===== config.mk =====
export PLATFORM = sky130hd
export DESIGN_NAME = mul_arbiter
export DESIGN_NICKNAME = d
export VERILOG_FILES = /design/src/rtl/mul_arbiter.sv
export SDC_FILE = /design/constraint.sdc
export NUM_CORES = 1
export LEC_CHECK = 0
export ABC_CLOCK_PERIOD_IN_PS = 8310
export BUFFER_PORTS_ARGS = -buffer_cell sky130_fd_sc_hd__buf_2
export CORE_MARGIN = 2
export CORE_UTILIZATION = 25
export CTS_BUF_LIST = sky130_fd_sc_hd__clkbuf_8
export DETAILED_ROUTE_END_ITERATION = 8
export MAX_ROUTING_LAYER = met4
export PLACE_DENSITY = 0.4
export SLEW_MARGIN = 20
export SYNTH_ARGS = -nofsm -noshare
export SYNTH_HDL_FRONTEND = slang
export SYNTH_SLANG_ARGS = --single-unit

===== constraint.sdc =====
create_clock -name clk -period 8.31 [get_ports clk]
set_clock_uncertainty 0.15 [all_clocks]
set_input_delay 0.831 -clock clk [delete_from_list [all_inputs] [get_ports clk]]
set_output_delay 0.831 -clock clk [all_outputs]
set_load 0.01 [all_outputs]

===== src/rtl/mul_arbiter.sv =====
// Round-robin arbiter feeding one shared Q-format multiplier. Two register
// stages: S1 captures the granted operands, S2 holds the rounded, saturated product.
module mul_arbiter #(
  parameter int NUM_REQ = 4,
  parameter int WIDTH   = 16,
  parameter int FRAC    = 13,
  parameter int TAG_W   = 2
) (
  input  logic                       clk,
  input  logic                       rst,
  input  logic [NUM_REQ-1:0]         req_valid,
  output logic [NUM_REQ-1:0]         req_ready,
  input  logic [NUM_REQ*WIDTH-1:0]   req_a,
  input  logic [NUM_REQ*WIDTH-1:0]   req_b,
  output logic                       resp_valid,
  input  logic                       resp_ready,
  output logic [WIDTH-1:0]           resp_data,
  output logic [TAG_W-1:0]           resp_tag,
  output logic                       resp_sat
);

  localparam logic [TAG_W-1:0] LAST_RST = TAG_W'(NUM_REQ - 1);
  localparam logic signed [2*WIDTH-1:0] RND   = (2*WIDTH)'(1) << (FRAC - 1);
  localparam logic signed [2*WIDTH-1:0] MAX_Q = {{(WIDTH+1){1'b0}}, {(WIDTH-1){1'b1}}};
  localparam logic signed [2*WIDTH-1:0] MIN_Q = {{(WIDTH+1){1'b1}}, {(WIDTH-1){1'b0}}};

  logic [TAG_W-1:0]   last;
  logic [TAG_W-1:0]   grant_idx;
  logic               found;
  logic               stall;
  logic               handshake;
  logic [NUM_REQ-1:0] grant;

  logic               s1_valid;
  logic [WIDTH-1:0]   s1_a;
  logic [WIDTH-1:0]   s1_b;
  logic [TAG_W-1:0]   s1_tag;

  logic [WIDTH-1:0] a_arr [NUM_REQ];
  logic [WIDTH-1:0] b_arr [NUM_REQ];

  for (genvar i = 0; i < NUM_REQ; i++) begin : g_unpack
    assign a_arr[i] = req_a[i*WIDTH +: WIDTH];
    assign b_arr[i] = req_b[i*WIDTH +: WIDTH];
  end

  function automatic logic [TAG_W-1:0] wrap_idx(input logic [TAG_W-1:0] base, input int k);
    int s;
    s = int'(base) + k;
    if (s >= NUM_REQ) s = s - NUM_REQ;
    return s[TAG_W-1:0];
  endfunction

  // Search starts just after the last granted index and wraps once around.
  always_comb begin
    found     = 1'b0;
    grant_idx = '0;
    for (int k = 1; k <= NUM_REQ; k++) begin
      if (!found && req_valid[wrap_idx(last, k)]) begin
        found     = 1'b1;
        grant_idx = wrap_idx(last, k);
      end
    end
  end

  // Handshake: a transfer happens on a rising edge where valid and ready are both
  // high. Ready may depend on valid; a requester holds its operands and valid
  // until that edge. Ready drops for every requester while the output is stalled.
  assign stall     = resp_valid & ~resp_ready;
  assign handshake = found & ~stall & ~rst;
  assign grant     = found ? (NUM_REQ'(1) << grant_idx) : '0;
  assign req_ready = handshake ? grant : '0;

  logic signed [2*WIDTH-1:0] a_ext, b_ext, prod, rnd, q;
  logic [WIDTH-1:0]          sat_data;
  logic                      sat_flag;

  assign a_ext = {{WIDTH{s1_a[WIDTH-1]}}, s1_a};
  assign b_ext = {{WIDTH{s1_b[WIDTH-1]}}, s1_b};
  assign prod  = a_ext * b_ext;
  assign rnd   = prod + RND;
  assign q     = rnd >>> FRAC;

  // Clamp on the full shifted value so overflow never wraps into range.
  always_comb begin
    sat_data = q[WIDTH-1:0];
    sat_flag = 1'b0;
    if (q > MAX_Q) begin
      sat_data = {1'b0, {(WIDTH-1){1'b1}}};
      sat_flag = 1'b1;
    end else if (q < MIN_Q) begin
      sat_data = {1'b1, {(WIDTH-1){1'b0}}};
      sat_flag = 1'b1;
    end
  end

  always_ff @(posedge clk) begin
    if (rst) begin
      last       <= LAST_RST;
      s1_valid   <= 1'b0;
      s1_a       <= '0;
      s1_b       <= '0;
      s1_tag     <= '0;
      resp_valid <= 1'b0;
      resp_data  <= '0;
      resp_tag   <= '0;
      resp_sat   <= 1'b0;
    end else if (!stall) begin
      s1_valid <= handshake;
      if (handshake) begin
        s1_a   <= a_arr[grant_idx];
        s1_b   <= b_arr[grant_idx];
        s1_tag <= grant_idx;
        last   <= grant_idx;
      end
      resp_valid <= s1_valid;
      resp_data  <= sat_data;
      resp_tag   <= s1_tag;
      resp_sat   <= sat_flag;
    end
  end

endmodule


==> run summary, run 1 <==
top cells by area, synth -> fa_1, dfxtp_1, inv_1
RR Startpoint -> s1_a[15]
vias in the first global route -> 11500
first-pass GRT wire length -> 61400 µm
r2r setup slk -> 580 ps
Die Ht -> 232 µm
Worst-Margin Slew -> 987 ps
DRC viols -> 0
Net Count, Synth -> 2016
fin. max-slew vios -> 0
r2r endpoint -> resp_data[1]
R2R depth -> 21
predominant post-synthesis flop cell -> dfxtp_1
Yosys cell types -> 54
Starting Density -> 25.3%
Startpoint Class -> flop
Die ar. -> 53700 µm²
Fin Setup TNS -> 0 ps
Setup crit end -> resp_data[1]
CTS Sinks -> 57
CTS tree -> done
largest net degree at the start of global routing -> 66
CTS Root Buffer Type -> clkbuf_8
Antenna Nets Post-Route -> 0
max-cap violations -> 0
# nets final -> 2129
largest family of logic cells by synthesized area -> adder cells
RSZ-0062 raised after global routing -> false
Via density -> 4.46
most frequent cells after synthesis -> inv_1, fa_1, nand2_1, nor2_1, and2_1
initial antenna violation count -> 1
complex-gate fraction of the synthesized area -> 9.06%
htree depth -> 3
leading area contributor after synthesis -> fa_1
crit path DAT -> 7820 ps
outcome -> completed
clock-pin slew on the worst setup and hold paths -> 100 ps
Synth Area in Simple Gates -> 21.3%
Max Root-Sink Buffers -> 2
Mapped Cells -> 1541
IO Port Bufs -> 158
worst setup path start -> s1_a[15]
Setup crit end kind -> flop
Worst Hold Class -> reg2reg
final critical-path share of the clock period -> 93.0%
Async S/R FF share, synth -> 0%
final non-filler cell area -> 14700 µm²
Tmin final -> 7730 ps
io pins -> 159
Post-synth EDFFs -> 0
ANT cells -> 0
dpl hpwl -> 30700 µm
wire length per cell -> 15.9 µm
Area growth syn-to-layout -> 13.4%
number of synthesized register bits -> 57
Final Setup Violations -> 0
Core ar. -> 51300 µm²
post-cts sizing count -> 0
placer congestion estimate -> 0.791
Clk Latency, worst-skew pair -> 400 ps
DRT Pass-1 Iters -> 4
cell area after placement -> 14500 µm²
slew margin rel. -> 34.2%
share of cells above drive strength 1 -> 13.6%
synthesis warning total -> 0
post-synthesis mux area share -> 0.154%
synthesized cell area -> 13000 µm²
Max Fclk -> 0.129 GHz
DR vias -> 10400
DRT Wirelength -> 37100 µm
CP max FO -> 17
final hold violation count -> 0
sequential share of the synthesized area -> 8.81%
worst path required time -> 8400 ps
Die Span X -> 232 µm
top-area cell type share of the netlist area -> 40.5%
std cell rows -> 83
grt total ovfl -> 0
total track usage -> 15.1%
Post-CTS Setup Inserts -> 0
leading cell type by number of instances after synthesis -> inv_1
CTS Buf Count -> 9
Mapped Avg Cell Area -> 8.41 µm²
Post-Synth Adder-Cell Area -> 48.0%
WS Path Type -> reg2reg
Synth Area in XOR/XNOR -> 1.95%
cts hold-fix bufs -> 0
initial DRC count -> 440
state kept, by name, indices dropped and copies added (netlist names), 2 cells and up:
| register | count |
|---|---|
| resp_tag | 2 |
| s1_a | 16 |
| s1_tag | 2 |
| resp_data | 16 |
| s1_b | 16 |
| last | 2 |
metrics by stage:
stage	setup slack [ps]	std cells	util, %	hold slack (ps)
after floorplan	1660	1541	-	287
after global placement	769	2323	28.2	300
after detailed placement	538	2323	28.2	304
after CTS	480	2339	28.6	316
after global routing	5.09	2339	28.6	336
final	581	2339	28.6	319
worst min path at each step:
stage              start           to  cells after the start
2_1_floorplan  s1_tag[1]  resp_tag[1]                      2
3_3_place_gp   s1_tag[1]    s1_tag[1]                      2
3_5_place_dp   s1_tag[1]    s1_tag[1]                      2
4_1_cts        s1_tag[1]    s1_tag[1]                      2
5_1_grt        s1_tag[1]    s1_tag[1]                      2
6_report       s1_tag[1]    s1_tag[1]                      2
logic make-up after synthesis:
kind of cell	after synthesis
adders and majority gates	340
buffers and inverters	367
muxes	2
DFF	57
and+or+nand+nor	580
xor gates and xnor gates	28
AOI/OAI and AO/OA	167
routing by layer:
layer  wire (µm)  GRT usage (%)
met3         595          0.874
met1       15300           17.0
met5           0              -
met4         509           3.13
met2       20800           29.1
layout by cell type, fill, tap and decap left out, drive strengths merged, types with 22 or more instances in the layout:
cell type  Yosys  final
nand2        202    202
inv          288    293
o21ai         76     76
a21oi         22     22
nand3         46     46
nand3b        32     32
dfxtp         57     57
ha            78     78
and2         126    126
buf           10    181
fa           262    262
nor2         144    144
cell type report:
class / count / area (µm²)
timing repair buffer: 181 / 963
clock buffer: 9 / 124
tap: 680 / 851
clock inverter: 7 / 82.6
sequential: 57 / 1140
inverter: 288 / 1080
fill: 5657 / 36600
multi-input combinational: 1117 / 10500
critical path, cell delays in order, from the launching register on:
cell and delay (ps):
dfxtp_1 750, nand2_1 220, inv_1 170, fa_1 550
fa_1 860, inv_1 210, fa_1 460, fa_1 550
inv_1 60, fa_1 550, fa_1 410, ha_1 380
nand3_1 120, nor2_1 370, nand3_1 170, o221ai_1 210
a31oi_1 80, xor2_1 300, nand4_1 150, o22ai_2 450
buf_4 280, a311oi_2 100
Power of run 1 is left out: the tool's default activity adds up to more than one toggle a clock period on the data nets, which glitch-free logic cannot reach.
==> run 2: changes to the inputs <==
--- a/config.mk
+++ b/config.mk
@@ -6,7 +6,7 @@
 export NUM_CORES = 1
 export LEC_CHECK = 0
 export ABC_CLOCK_PERIOD_IN_PS = 8310
-export BUFFER_PORTS_ARGS = -buffer_cell sky130_fd_sc_hd__buf_2
+export BUFFER_PORTS_ARGS = -buffer_cell sky130_fd_sc_hd__buf_4
 export CORE_MARGIN = 2
 export CORE_UTILIZATION = 25
 export CTS_BUF_LIST = sky130_fd_sc_hd__clkbuf_8
==> run 2 against run 1 <==
  * Fmax is 2.3% higher
  * Critical path depth is 2 lower
  * Wire length is 4.1% higher
  * Die area stayed put
  * Largest cell class unchanged
  * Highest routed layer unchanged
==> run summary, run 2 (synthesis results as in run 1) <==
Area growth syn-to-layout -> 15.8%
max-cap violations -> 0
Worst Hold Class -> reg2reg
share of cells above drive strength 1 -> 13.2%
hold path start -> resp_tag[0]
crit path DAT -> 7670 ps
Setup WS post-layout -> 758 ps
FF/Latch Area -> 1140 µm²
r2r endpoint -> resp_data[3]
Starting Density -> 25.3%
Startpoint Class -> flop
FILL cells -> 5640
Max stage delay on crit path -> 830 ps
CTS tree -> done
DR vias -> 10400
total track usage -> 15.8%
Die Span X -> 232 µm
Core ar. -> 51300 µm²
Die Ht -> 232 µm
area of the multi-input gates -> 10500 µm²
Largest regs -> resp_data x16, s1_a x16, s1_b x16
Worst-Margin Slew -> 1010 ps
commonest non-fill, non-tap cell in the layout -> inv_1
largest net degree at the start of global routing -> 66
RSZ-0062 raised after global routing -> false
CTS Sinks -> 57
RR Startpoint -> s1_a[15]
io pins -> 159
Hold Slack -> 322 ps
final hold violation count -> 0
WS Path Type -> reg2reg
vias in the first global route -> 11500
post-cts sizing count -> 0
grt total ovfl -> 0
crit-path most repeated cell -> fa_1
wire length per cell -> 16.6 µm
Max Fclk -> 0.132 GHz
outcome -> completed
# nets final -> 2120
DRT Pass-1 Iters -> 4
IO Port Bufs -> 158
Fin Setup TNS -> 0 ps
std cell rows -> 83
R2R depth -> 19
clock-pin slew on the worst setup and hold paths -> 90 ps
slew margin rel. -> 32.7%
final critical-path share of the clock period -> 90.9%
Die ar. -> 53700 µm²
DRC viols -> 0
Antenna Nets Post-Route -> 0
first-pass GRT wire length -> 63700 µm
DP Worst Slack -> 817 ps
DRT Wirelength -> 38700 µm
Via density -> 4.46
crit-path cells -> nand2_1 > inv_1 > fa_1 > fa_1 > fa_1 > fa_1 > fa_1 > inv_1 > fa_1 > inv_1 > ha_1 > a21oi_1 > nand2_1 > a31o_2 > a31o_4 > a31o_2 > nor2_1 > a21oi_1 > o32ai_1
CTS Root Buffer Type -> clkbuf_8
worst path required time -> 8430 ps
dpl hpwl -> 31100 µm
Max Root-Sink Buffers -> 2
Clk Latency, worst-skew pair -> 380 ps
initial antenna violation count -> 0
Min-Delay Endpoint -> resp_tag[0]
crit path max-delay cell type -> fa_1
CTS Buf Count -> 9
hold depth -> 2
Post-CTS Setup Inserts -> 0
Setup crit end kind -> flop
post-layout util -> 29.2%
CP max FO -> 17
most frequent cells in the layout -> inv_1, fa_1, nand2_1
Final Setup Violations -> 0
Tmin final -> 7550 ps
htree depth -> 3
fin. max-slew vios -> 0
placer congestion estimate -> 0.801
cts hold-fix bufs -> 0
initial DRC count -> 399
r2r setup slk -> 760 ps
==> run 2: cell count changes in the layout (fill, tap and decap cells not counted), moves of 2 or more <==
cell and change:
buf_2 -158, buf_4 +149, clkinvlp_4 +3, inv_6 -2
==> run 2: critical path, delay by kind of cell, from the launching register on <==
| kind | cells | cell delay (ps) |
|---|---|---|
| fa+ha+maj | 7 | 3720 |
| compound gates | 6 | 1580 |
| simple gates | 3 | 890 |
| flops | 1 | 820 |
| buf+inv | 3 | 270 |
==> run 2: cell type report <==
type | count | share of cell area [%]
Clock buffer | 9 | 0.826
Sequential cell | 57 | 7.61
Antenna cell | 1 | 0.0167
Clock inverter | 7 | 0.400
Inverter | 288 | 7.21
Tap cell | 680 | 5.67
Timing Repair Buffer | 172 | 8.61
Multi-Input combinational cell | 1117 | 69.7
==> run 2: how the worst max path moves through the flow <==
stage	start	end	slack (ps)	depth (start not counted)
detailed placement	s1_a[15]	resp_data[3]	820	19
global placement	s1_a[15]	resp_data[0]	810	19
CTS	s1_a[15]	resp_data[10]	750	19
finish	s1_a[15]	resp_data[3]	760	19
global route	s1_a[15]	resp_data[3]	260	19
floorplan	s1_a[15]	resp_data[12]	1660	22
==> run 2: metal layers <==
layer	vias to the layer above	wire length [µm]	GRT usage, %
li1	4915	-	-
met3	35	674	0.874
met4	0	797	4.03
met1	5318	16000	18.2
met5	-	0	-
met2	128	21200	29.7
==> run 2: through the flow <==
step | instance area [µm²] | std cells
6_report | 15000 | 2331
5_1_grt | 15000 | 2330
4_1_cts | 15000 | 2330
3_5_place_dp | 14800 | 2314
3_3_place_gp | 14800 | 2314
2_1_floorplan | 13000 | 1541
Power of run 2 is left out for the same reason.
==> run 3: changes to the inputs <==
--- a/config.mk
+++ b/config.mk
@@ -7,7 +7,6 @@
 export LEC_CHECK = 0
 export ABC_CLOCK_PERIOD_IN_PS = 8310
 export BUFFER_PORTS_ARGS = -buffer_cell sky130_fd_sc_hd__buf_4
-export CORE_MARGIN = 2
 export CORE_UTILIZATION = 25
 export CTS_BUF_LIST = sky130_fd_sc_hd__clkbuf_8
 export DETAILED_ROUTE_END_ITERATION = 8
==> run 3 against run 2 <==
  * Flip-flop and latch count unchanged
  * Sequential share of layout area about the same
  * Cell count increased by 0.43%
  * Critical endpoint is now resp_data[8]
  * Design area increased by 0.65%
  * Global-route usage increased by 0.35 points
  * Non-clock buffer count increased by 12
  * Fmax decreased by 0.17%
  * Utilization increased by 0.19 points
  * Die area decreased by 1.7%
  * Highest routed layer unchanged
  * Worst hold slack got worse by 6.5 ps
==> run summary, run 3 (synthesis results as in run 1) <==
outcome -> completed
initial DRC count -> 418
vias in the first global route -> 11700
cts hold-fix bufs -> 0
Fin Setup TNS -> 0 ps
most frequent cells in the layout -> inv_1, fa_1, nand2_1
Antenna Nets Post-Route -> 0
Max Root-Sink Buffers -> 2
wire length per cell -> 16.6 µm
Tmin final -> 7560 ps
placer congestion estimate -> 0.808
Setup crit end kind -> flop
Post-CTS Setup Inserts -> 0
Area growth syn-to-layout -> 16.5%
CTS Buf Count -> 9
Via density -> 4.43
Top delay family on crit path -> adder cells
max-cap violations -> 0
commonest non-fill, non-tap cell in the layout -> inv_1
share of cells above drive strength 1 -> 13.7%
Worst-Margin Slew -> 1000 ps
crit path DAT -> 7640 ps
Max stage delay on crit path -> 740 ps
Core ar. -> 51300 µm²
Final Setup Violations -> 0
final critical-path share of the clock period -> 91.0%
grt total ovfl -> 0
Max Fclk -> 0.132 GHz
Clk Latency, worst-skew pair -> 390 ps
FILL cells -> 5586
crit path max-delay cell type -> dfxtp_1
post-cts sizing count -> 0
initial antenna violation count -> 1
CP max FO -> 11
IO Port Bufs -> 158
dpl hpwl -> 31800 µm
CTS Sinks -> 57
Die Ht -> 230 µm
DRT Pass-1 Iters -> 5
ANT cells -> 0
RSZ-0062 raised after global routing -> false
htree depth -> 3
Largest regs -> resp_data x16, s1_a x16, s1_b x16
DR vias -> 10400
DRC viols -> 0
largest net degree at the start of global routing -> 66
FF/Latch Area -> 1140 µm²
crit-path most repeated cell -> fa_1
Die Span X -> 230 µm
DRT Wirelength -> 38800 µm
dpl cells -> 2326
io pins -> 159
Worst Hold Class -> reg2reg
Die ar. -> 52700 µm²
first-pass GRT wire length -> 63900 µm
slew margin rel. -> 33.2%
CTS tree -> done
WS Path Type -> reg2reg
total track usage -> 16.1%
# nets final -> 2132
worst path required time -> 8390 ps
area of the multi-input gates -> 10500 µm²
clock-pin slew on the worst setup and hold paths -> 80 ps
crit-path cells -> buf_4 > nand2_1 > fa_1 > inv_1 > fa_1 > fa_1 > fa_1 > fa_1 > inv_1 > fa_1 > inv_1 > ha_1 > a21o_1 > a311oi_1 > a21bo_2 > a211oi_2 > o211ai_1 > nand4_1 > nand4_1 > o22ai_2 > buf_4 > a311oi_2
Finished Layout Cells -> 2341
cell area after placement -> 14900 µm²
final hold violation count -> 0
std cell rows -> 83
Starting Density -> 25.3%
final non-filler cell area -> 15100 µm²
worst path bufs/invs -> 5
CTS Root Buffer Type -> clkbuf_8
Startpoint Class -> flop
fin. max-slew vios -> 0
run 3: cell count changes in the layout (fill, tap and decap cells not counted), sizes merged:
cell / before / now
clkbuf: 9 / 10
buf: 172 / 184
diode: 1 / 0
bufinv: 0 / 1
inv: 292 / 288
clkinvlp: 3 / 1
clkinv: 0 / 3
run 3: area by class of cell:
class	instances	area share (%)
clock buffers	10	0.911
clock inverters	5	0.373
inverters	288	7.16
multi-input cells	1117	69.2
flip-flops and latches	57	7.56
well taps	680	5.63
repair buffers	184	9.15
run 3: worst paths after layout:
| path | end | slack, ps | depth (start not counted) | startpoint |
|---|---|---|---|---|
| hold / removal | s1_tag[1] | 320 | 2 | s1_tag[1] |
| setup / recovery | resp_data[8] | 750 | 22 | s1_a[12] |
| hold reg to reg | s1_tag[1] | 320 | 2 | s1_tag[1] |
| setup reg to reg | resp_data[8] | 750 | 22 | s1_a[12] |
run 3: metal layers:
metal  wire, µm  global-route usage [%]  vias up
met5          0                       -        -
met4        913                    4.46        0
met3        633                    1.22       34
met2      21100                    30.2      108
met1      16100                    18.3     5286
li1           -                       -     4942
run 3: worst min-delay path: stages (launching register included):
cell     delay (ps)
dfxtp_1         310
nand2_1          50
a21oi_1          50
run 3: metrics by stage:
stage               utilization, %  setup slack, ps  hold slack (ps)
floorplan                        -             1660              287
global placement              29.1              788              301
detailed placement            29.1              704              307
CTS                           29.4              658              318
global route                  29.4              115              344
finish                        29.4              745              316
Power of run 3 is left out for the same reason.
